File: src/rtl/bubble_sort_seq.sv
`timescale 1ns/100ps
// ----------------------------------------------------------------------------
// bubble_sort_seq
// Sequential in-place bubble sorter over a DEPTH-entry register array of
// WIDTH-bit unsigned values. One compare-exchange per clock. A pass with no
// swap ends the run early. The sort order is latched when a start is accepted.
//
// Ports:
//   clk         rising-edge clock
//   rst_n       asynchronous active-low reset (clears state and array)
//   wr_en_i     write strobe, honoured only while idle
//   wr_addr_i   write index (ignored when >= DEPTH)
//   wr_data_i   write data
//   start_i     start request, honoured only while idle
//   descend_i   sampled at an accepted start: 0 ascending, 1 descending
//   rd_addr_i   read index
//   rd_data_o   combinational mem[rd_addr_i], 0 when rd_addr_i >= DEPTH
//   busy_o      high while sorting
//   done_o      one-cycle pulse when a sort completes
//   swaps_o     swaps made in the last run, saturating at 16'hFFFF
// ----------------------------------------------------------------------------
module bubble_sort_seq #(
    parameter int WIDTH = 8,
    parameter int DEPTH = 8,
    localparam int AW   = $clog2(DEPTH)
) (
    input  logic             clk,
    input  logic             rst_n,
    input  logic             wr_en_i,
    input  logic [AW-1:0]    wr_addr_i,
    input  logic [WIDTH-1:0] wr_data_i,
    input  logic             start_i,
    input  logic             descend_i,
    input  logic [AW-1:0]    rd_addr_i,
    output logic [WIDTH-1:0] rd_data_o,
    output logic             busy_o,
    output logic             done_o,
    output logic [15:0]      swaps_o
);

    typedef enum logic [1:0] {IDLE, SORT, DONE} state_e;

    state_e           state_q, state_d;
    logic [WIDTH-1:0] mem_q [DEPTH];
    logic [WIDTH-1:0] mem_d [DEPTH];
    logic [AW-1:0]    j_q, j_d;
    logic [AW-1:0]    limit_q, limit_d;
    logic             pass_swapped_q, pass_swapped_d;
    logic             mode_q, mode_d;
    logic [15:0]      swaps_q, swaps_d;

    logic [AW-1:0]    j_inc;
    logic [WIDTH-1:0] elem_a, elem_b;
    logic             out_of_order;
    logic             pass_end;
    logic             wr_ok, rd_ok;

    // Addresses past DEPTH only exist when DEPTH is not a power of two.
    assign wr_ok = ({1'b0, wr_addr_i} < (AW+1)'(DEPTH));
    assign rd_ok = ({1'b0, rd_addr_i} < (AW+1)'(DEPTH));

    // j never exceeds DEPTH-2 during a sort, so j+1 always stays in range.
    assign j_inc  = j_q + AW'(1);
    assign elem_a = mem_q[j_q];
    assign elem_b = mem_q[j_inc];
    // Strict compares: equal neighbours stay put, which keeps the sort stable.
    assign out_of_order = mode_q ? (elem_a < elem_b) : (elem_a > elem_b);
    assign pass_end     = (j_q == limit_q - AW'(1));

    always_comb begin
        // NOTE: every variable gets a default before the case, otherwise the
        // paths that do not assign it would infer a latch.
        state_d        = state_q;
        mem_d          = mem_q;
        j_d            = j_q;
        limit_d        = limit_q;
        pass_swapped_d = pass_swapped_q;
        mode_d         = mode_q;
        swaps_d        = swaps_q;

        case (state_q)
            IDLE: begin
                // A write in the start cycle lands in the array on the same
                // edge, so the first compare already sees it.
                if (wr_en_i && wr_ok) begin
                    mem_d[wr_addr_i] = wr_data_i;
                end
                if (start_i) begin
                    state_d        = SORT;
                    j_d            = '0;
                    limit_d        = AW'(DEPTH - 1);
                    pass_swapped_d = 1'b0;
                    swaps_d        = '0;
                    mode_d         = descend_i;
                end
            end
            SORT: begin
                if (out_of_order) begin
                    mem_d[j_q]     = elem_b;
                    mem_d[j_inc]   = elem_a;
                    pass_swapped_d = 1'b1;
                    if (swaps_q != 16'hFFFF) begin
                        swaps_d = swaps_q + 16'd1;
                    end
                end
                if (!pass_end) begin
                    j_d = j_inc;
                end else if (!(pass_swapped_q || out_of_order) ||
                             limit_q == AW'(1)) begin
                    state_d = DONE;
                end else begin
                    // The largest (or smallest) element has bubbled to the
                    // tail, so the next pass can stop one slot earlier.
                    limit_d        = limit_q - AW'(1);
                    j_d            = '0;
                    pass_swapped_d = 1'b0;
                end
            end
            DONE: begin
                state_d = IDLE;
            end
            default: begin
                state_d = IDLE;
            end
        endcase
    end

    always_ff @(posedge clk or negedge rst_n) begin
        if (!rst_n) begin
            state_q        <= IDLE;
            j_q            <= '0;
            limit_q        <= '0;
            pass_swapped_q <= 1'b0;
            mode_q         <= 1'b0;
            swaps_q        <= '0;
            // NOTE: the array is plain flops that must read back as zero
            // after reset, so it is cleared here like any other register
            // instead of being left to power-up values.
            for (int i = 0; i < DEPTH; i++) begin
                mem_q[i] <= '0;
            end
        end else begin
            // NOTE: non-blocking assignments so every register samples the
            // pre-edge values and the swap reads both old entries.
            state_q        <= state_d;
            mem_q          <= mem_d;
            j_q            <= j_d;
            limit_q        <= limit_d;
            pass_swapped_q <= pass_swapped_d;
            mode_q         <= mode_d;
            swaps_q        <= swaps_d;
        end
    end

    assign rd_data_o = rd_ok ? mem_q[rd_addr_i] : '0;
    assign busy_o    = (state_q == SORT);
    assign done_o    = (state_q == DONE);
    assign swaps_o   = swaps_q;

endmodule
File: config.mk
export PLATFORM = sky130hd
export DESIGN_NAME = bubble_sort_seq
export DESIGN_NICKNAME = d
export VERILOG_FILES = /design/src/rtl/bubble_sort_seq.sv
export SDC_FILE = /design/constraint.sdc
export NUM_CORES = 1
export LEC_CHECK = 0
export CAP_MARGIN = 20
export CORE_MARGIN = 2
export CORE_UTILIZATION = 45
export CTS_CLUSTER_DIAMETER = 60
export DETAILED_ROUTE_END_ITERATION = 10
export GPL_TIMING_DRIVEN = 0
export SETUP_SLACK_MARGIN = 0.3
export SYNTH_ARGS = -nofsm -noshare
export SYNTH_HDL_FRONTEND = slang
export SYNTH_SLANG_ARGS = --single-unit
File: constraint.sdc
create_clock -name clk -period 5.7 [get_ports clk]
set_input_delay 1.14 -clock clk [delete_from_list [all_inputs] [get_ports clk]]
set_output_delay 1.14 -clock clk [all_outputs]
set_load 0.02 [all_outputs]
Yosys cells after proc, flatten, opt, wreduce, memory -nomap -nowiden

Index checks and enable logic that the tools add are counted.

Bits in registers: 90
Input bits: 19
Output and inout bits: 26
Logic and storage cells: 101

$add $sub $neg: 3
Order comparisons: 9
Eq/ne operators: 13
Multiplexer cells: 43
Bitwise operators: 4
Reductions and logical operators: 15

Operators with widths:

| operator                                                  | number |
|---|---|
| bitwise mux 64 bit                                        | 3 |
| 2-to-1 mux 64 bit                                         | 2 |
| one-hot mux 64 bit (2 select lines)                       | 1 |
| binary-select mux 8 bit (select 3 bit)                    | 3 |
| demux 8 bit (select 3 bit)                                | 3 |
| 2-to-1 mux 8 bit                                          | 9 |
| 2-to-1 mux 16 bit                                         | 3 |
| one-hot mux 16 bit (2 select lines)                       | 1 |
| 2-to-1 mux 3 bit                                          | 6 |
| adder 16 x 1 -> 16 bit (second input constant)            | 1 |
| greater-or-equal comparator 4 bit (second input constant) | 4 |
| inequality test 16 bit (second input constant)            | 1 |
| inverter 3 -> 4 bit                                       | 4 |
| < comparator 4 x 1 -> 1 bit (second input constant)       | 3 |
| one-hot mux 3 bit (2 select lines)                        | 2 |
| AND reduction 3 bit                                       | 3 |
| > comparator 8 bit                                        | 1 |
| < comparator 8 bit                                        | 1 |
| inequality test 2 x 1 -> 1 bit (second input constant)    | 4 |
| AND reduction 4 bit                                       | 2 |
| 2-to-1 mux 2 bit                                          | 3 |
| inequality test 2 bit (second input constant)             | 3 |
| 2-to-1 mux 1 bit                                          | 5 |
| one-hot mux 2 bit (2 select lines)                        | 1 |
| 14 further kinds                                          | 18 |

Logic depth before layout (Yosys ltp)

Depth after elaboration: 13
Gate-level depth with buffers: 18
Gate-level depth less buffers: 13

Worst setup path after synthesis

Ideal clock, no wire load.

Path kind: flip-flop to flip-flop
Start: register j_q[0]
End: register mem_q[48] (netlist bit)
Data arrival time: 3,885 ps
Required time: 5,575 ps
Setup slack: 1,690 ps
Stages on the path, launching flop included: 16
Path buffers: 3
Period minus slack after synthesis: 4,010 ps
Cells stage by stage: dfrtp_1 ha_1 xor2_2 buf_6 mux2i_1 o211ai_1 a21oi_1 ha_1 nand4_1 or3b_1 a21oi_4 a2111o_1 buf_4 o2111a_1 buf_2 mux2_2

Longest elaborated chain between the ends: 9

RTL lines:

| what                                                                                        | RTL line   | source |
|---|---|---|
| start: declaration                                                                          | 46         | `logic [AW-1:0] j_q, j_d;` |
| start signal: assignment                                                                    | 147        | `j_q <= j_d;` |
| adder 3 x 1 -> 3 bit or inverter 3 -> 4 bit (tied branches)                                 | 63, 64, 99 |  |
| inverter 3 -> 4 bit (implied by the code) (tied with other cells)                           | 65, 100    |  |
| binary-select mux 8 bit (select 3 bit) (tied with other cells)                              | 65         | `assign elem_b = mem_q[j_inc];` |
| 2-to-1 mux 8 bit (implied by the code) (tied with other cells) (2 in a row)                 | 65         |  |
| > comparator 8 bit (tied with other cells)                                                  | 67         | `assign out_of_order = mode_q ? (elem_a < elem_b) : (elem_a > elem_b);` |
| 2-to-1 mux 1 bit or bitwise mux 64 bit (tied branches)                                      | 67, 100    |  |
| inequality test 2 x 1 -> 1 bit (no source line) or 2-to-1 mux 64 bit (tied branches)        | --         |  |
| AND reduction 3 bit (no source line) or one-hot mux 64 bit (2 select lines) (tied branches) | --         |  |
| end signal: assignment                                                                      | 146        | `mem_q <= mem_d;` |
| end: declaration                                                                            | 44         | `logic [WIDTH-1:0] mem_q [DEPTH];` |

Parallel ways exist; a longest one is shown, timed or not. The select of a mux whose other input is x is not followed.
A chain may end at the register's enable or synchronous reset.

Worst setup path after layout

Start: register j_q[1]
End: register mem_q[33] (netlist bit)

The elaborated chain is that of the path after synthesis.

==> results by group <==
Clock network
  • Clock-pin slew on the worst setup and hold paths: 0.07 ns
  • Inserted Clock Buffers: 9
  • Setup bufs post-CTS: 0
  • Cts repair resizes: 0
  • Clock Tree Buf Depth: 2
  • Clock Latency Late Sink: 0.36 ns
  • CTS tree: yes
  • Clock sinks: 90
  • CTS Hold Buffers Added: 0
  • CTS Root Cell: clkbuf_16
  • H-tree levels: 3

STA
  • Final period utilization: between 90% and 100%
  • Rel. slew slack: 22.75%
  • Fmax: between 0.15 and 0.2 GHz
  • Setup violators final: 0
  • Hold slack: between 0.5 and 0.6 ns
  • PnR worst setup slack: 0.5334 ns
  • Worst Skew: 0.008192 ns
  • Tightest Pin Transition: around 1.2 ns
  • Final hold vios: 0
  • Slew Viols, Final: 0
  • RSZ-0062 raised after global routing: false
  • Final min period: ~5.2 ns
  • Setup TNS: 0 ns

Pwr
  • Power per standard cell area: 689.9 nW/µm²
  • Worst vdd ir: between 0.3 and 0.4 mV
  • Total power: around 5.8 mW
  • Leakage: approximately 3.4 nW

Global routing
  • Gr busiest metal: met2
  • Largest net degree at the start of global routing: 47
  • Gr ovfl total: 0
  • Vias in the first global route: ~6800
  • Met1 usage: 47.61%
  • Gr usage total: about 35%
  • Met2 GRT Util: between 50 and 60%
  • Initial antenna violation count: 0
  • Global-route wire length before repair: approximately 44000 µm
  • Met3 Use GR: between 7 and 8%

Routing
  • Drt wl/cell: 29.35 µm
  • Antenna-violating nets left: 0
  • Number of DRC markers in iteration 0: 901
  • Final WL: around 30000 µm
  • Via density: 6.961
  • Vias: 7100
  • DRT Pass-1 Iters: 6
  • DRC errors left: 0

Place
  • Setup slack after placement: 0.3788 ns
  • Port buffer count: 37
  • Global placement routability congestion: about 1
  • Final HPWL DP: between 20000 and 25000 µm
  • Placed insts: 1001
  • Placed Area: slightly above 8000 µm²

Worst setup path
  • CP Launch Type: flop
  • Crit path arrival time: around 5.4 ns
  • Worst path max stage delay: between 0.5 and 0.6 ns
  • Crit path max-delay cell type: a221oi_2
  • Worst setup startpoint: j_q[1]
  • Reg2reg start: j_q[1]
  • Worst-path cell chain: buf_2 -> buf_2 -> nor2_1 -> a21oi_1 -> o22ai_1 -> a221oi_2 -> inv_1 -> ha_1 -> a41o_1 -> a21oi_1 -> and2_1 -> a2111o_1 -> buf_4 -> o2111ai_2 -> mux2_2
  • CP Class: reg -> reg
  • CP max FO: 10
  • Crit. End Element: flop
  • Worst EP required: just under 6 ns

Floorplan
  • Die Span X: around 130 µm
  • Row cnt: 46
  • IO Pins: 45
  • Full die area: about 17000 µm²
  • Area of the core: 15890 µm²
  • Die height: 131.6 µm
  • Initial Util: 46.15%

Synth
  • Most area-consuming cells after synthesis: dfrtp_1 (31%), mux2_2 (11%), mux4_2 (6.1%)
  • Synth area leader: dfrtp_1
  • Distinct cell type count after synthesis: 84
  • Area share of and/or/nand/nor cells after synthesis: 15.74%
  • Syn_nets: around 780
  • Share of flip-flops with an asynchronous set or reset: 100.0%
  • Ys flop type: dfrtp_1
  • Cell area after synthesis: about 7300 µm²
  • Mean Syn Cell Area: around 10 µm²
  • Top-count cell post-synth: dfrtp_1
  • Post-synthesis xor/xnor area fraction: less than 1%
  • Combinational family with the most area after synthesis: multiplexers
  • Post-synthesis adder-cell area fraction: 2.048%
  • Top cells by count, synth: dfrtp_1 (90), nand2_1 (85), mux2_2 (74)
  • EDFF count, synth: 0
  • Post-synthesis mux area share: between 20% and 30%
  • Cells after synthesis: 744
  • Yosys reg bits: 90
  • Seq/Total Area, Yosys: a little under a third
  • Yosys top cell area share: a little under a third
  • Complex-gate fraction of the synthesized area: 22.29%
  • YS warnings: 0

Layout
  • Core Util, Final: 52.73%
  • Layout cells sized above 1: between 20% and 30%
  • Final nets: 829
  • Syn-to-layout area delta: 14.27%
  • Finished Cell Area: ~8400 µm²
  • Non-Filler Instances: between 1000 and 1500
  • Final-layout fill cell count: between 1000 and 1500

Hold path
  • Hold_sp: limit_q[1]
  • Hold Path Class: reg -> reg

Status
  • Status: finished clean

Flow run
  • MaxCap Viol Count: 0
[final cells by class]
cell class | count | area (µm²) | share of cell area (%)
Timing Repair Buffer | 43 | 441.7 | 5.273
Clock inverter | 5 | 37.54 | 0.4481
Sequential cell | 90 | 2252 | 26.89
Antenna cell | 1 | 2.502 | 0.02987
Tap cell | 216 | 270.3 | 3.226
Buffer | 51 | 252.7 | 3.017
Multi-Input combinational cell | 575 | 4762 | 56.85
Inverter | 28 | 105.1 | 1.255
Clock buffer | 11 | 252.7 | 3.017
[power by group]
group          total, mW  switching [mW]  internal (mW)
logic               4.15            2.78           1.36
clock network      0.606           0.284          0.321
registers           1.03           0.213          0.815
total               5.78            3.28           2.50
[sequential cells by signal, indices dropped and copies added (netlist names)]
signal and flops:
j_q 3, mode_q 1, pass_swapped_q 1, swaps_o 16
limit_q 3, state_q 2, mem_q 64
[cell usage in the layout, fill, tap and decap left out, types with 16 or more instances in the layout]
| cell type | Yosys | routed |
|---|---|---|
| mux4_2 | 20 | 20 |
| clkdlybuf4s50_1 | 0 | 36 |
| o221ai_1 | 32 | 32 |
| nor2_1 | 55 | 55 |
| a21oi_1 | 23 | 22 |
| o21ai_0 | 29 | 29 |
| nand3_1 | 24 | 24 |
| inv_1 | 24 | 24 |
| mux2i_1 | 27 | 27 |
| clkbuf_1 | 17 | 17 |
| dfrtp_1 | 90 | 90 |
| buf_2 | 16 | 16 |
| mux2_2 | 74 | 74 |
| nand2_1 | 85 | 85 |
[routing by layer]
| layer | share of wire [%] | up-vias |
|---|---|---|
| li1 | - | 3019 |
| met1 | 42 | 3508 |
| met2 | 43 | 462 |
| met3 | 10 | 111 |
| met4 | 4.9 | 0 |
| met5 | 0 | - |
[cells by family (layout without fill, tap and decap cells)]
group	count (synthesis)	after routing
buffers and inverters	79	138
XOR/XNOR	5	5
other	0	1
multiplexers	128	128
adder cells (fa/ha/maj)	12	12
flip-flops	90	90
AND/OR/NAND/NOR	237	237
AO/OA/AOI/OAI	193	193
[final timing paths]
check | end | slack (ns) | cells after the start
max | mem_q[33] | 0.53 | 15
min | limit_q[1] | 0.55 | 2
max reg2reg | mem_q[33] | 0.53 | 15
min reg2reg | limit_q[1] | 0.55 | 2
min in group asynchronous | limit_q[2] | 0.80 | 1
max in group asynchronous | mem_q[49] | 4.22 | 2
[critical path: cells and delay by family (launching register included)]
family	cells	cell delay, ns
mux	1	0.51
compound gates	7	2.18
simple gates	2	0.54
flops	1	0.51
buf+inv	4	0.95
fa+ha+maj	1	0.36
Note: power is estimated with default switching activity, not from simulation.
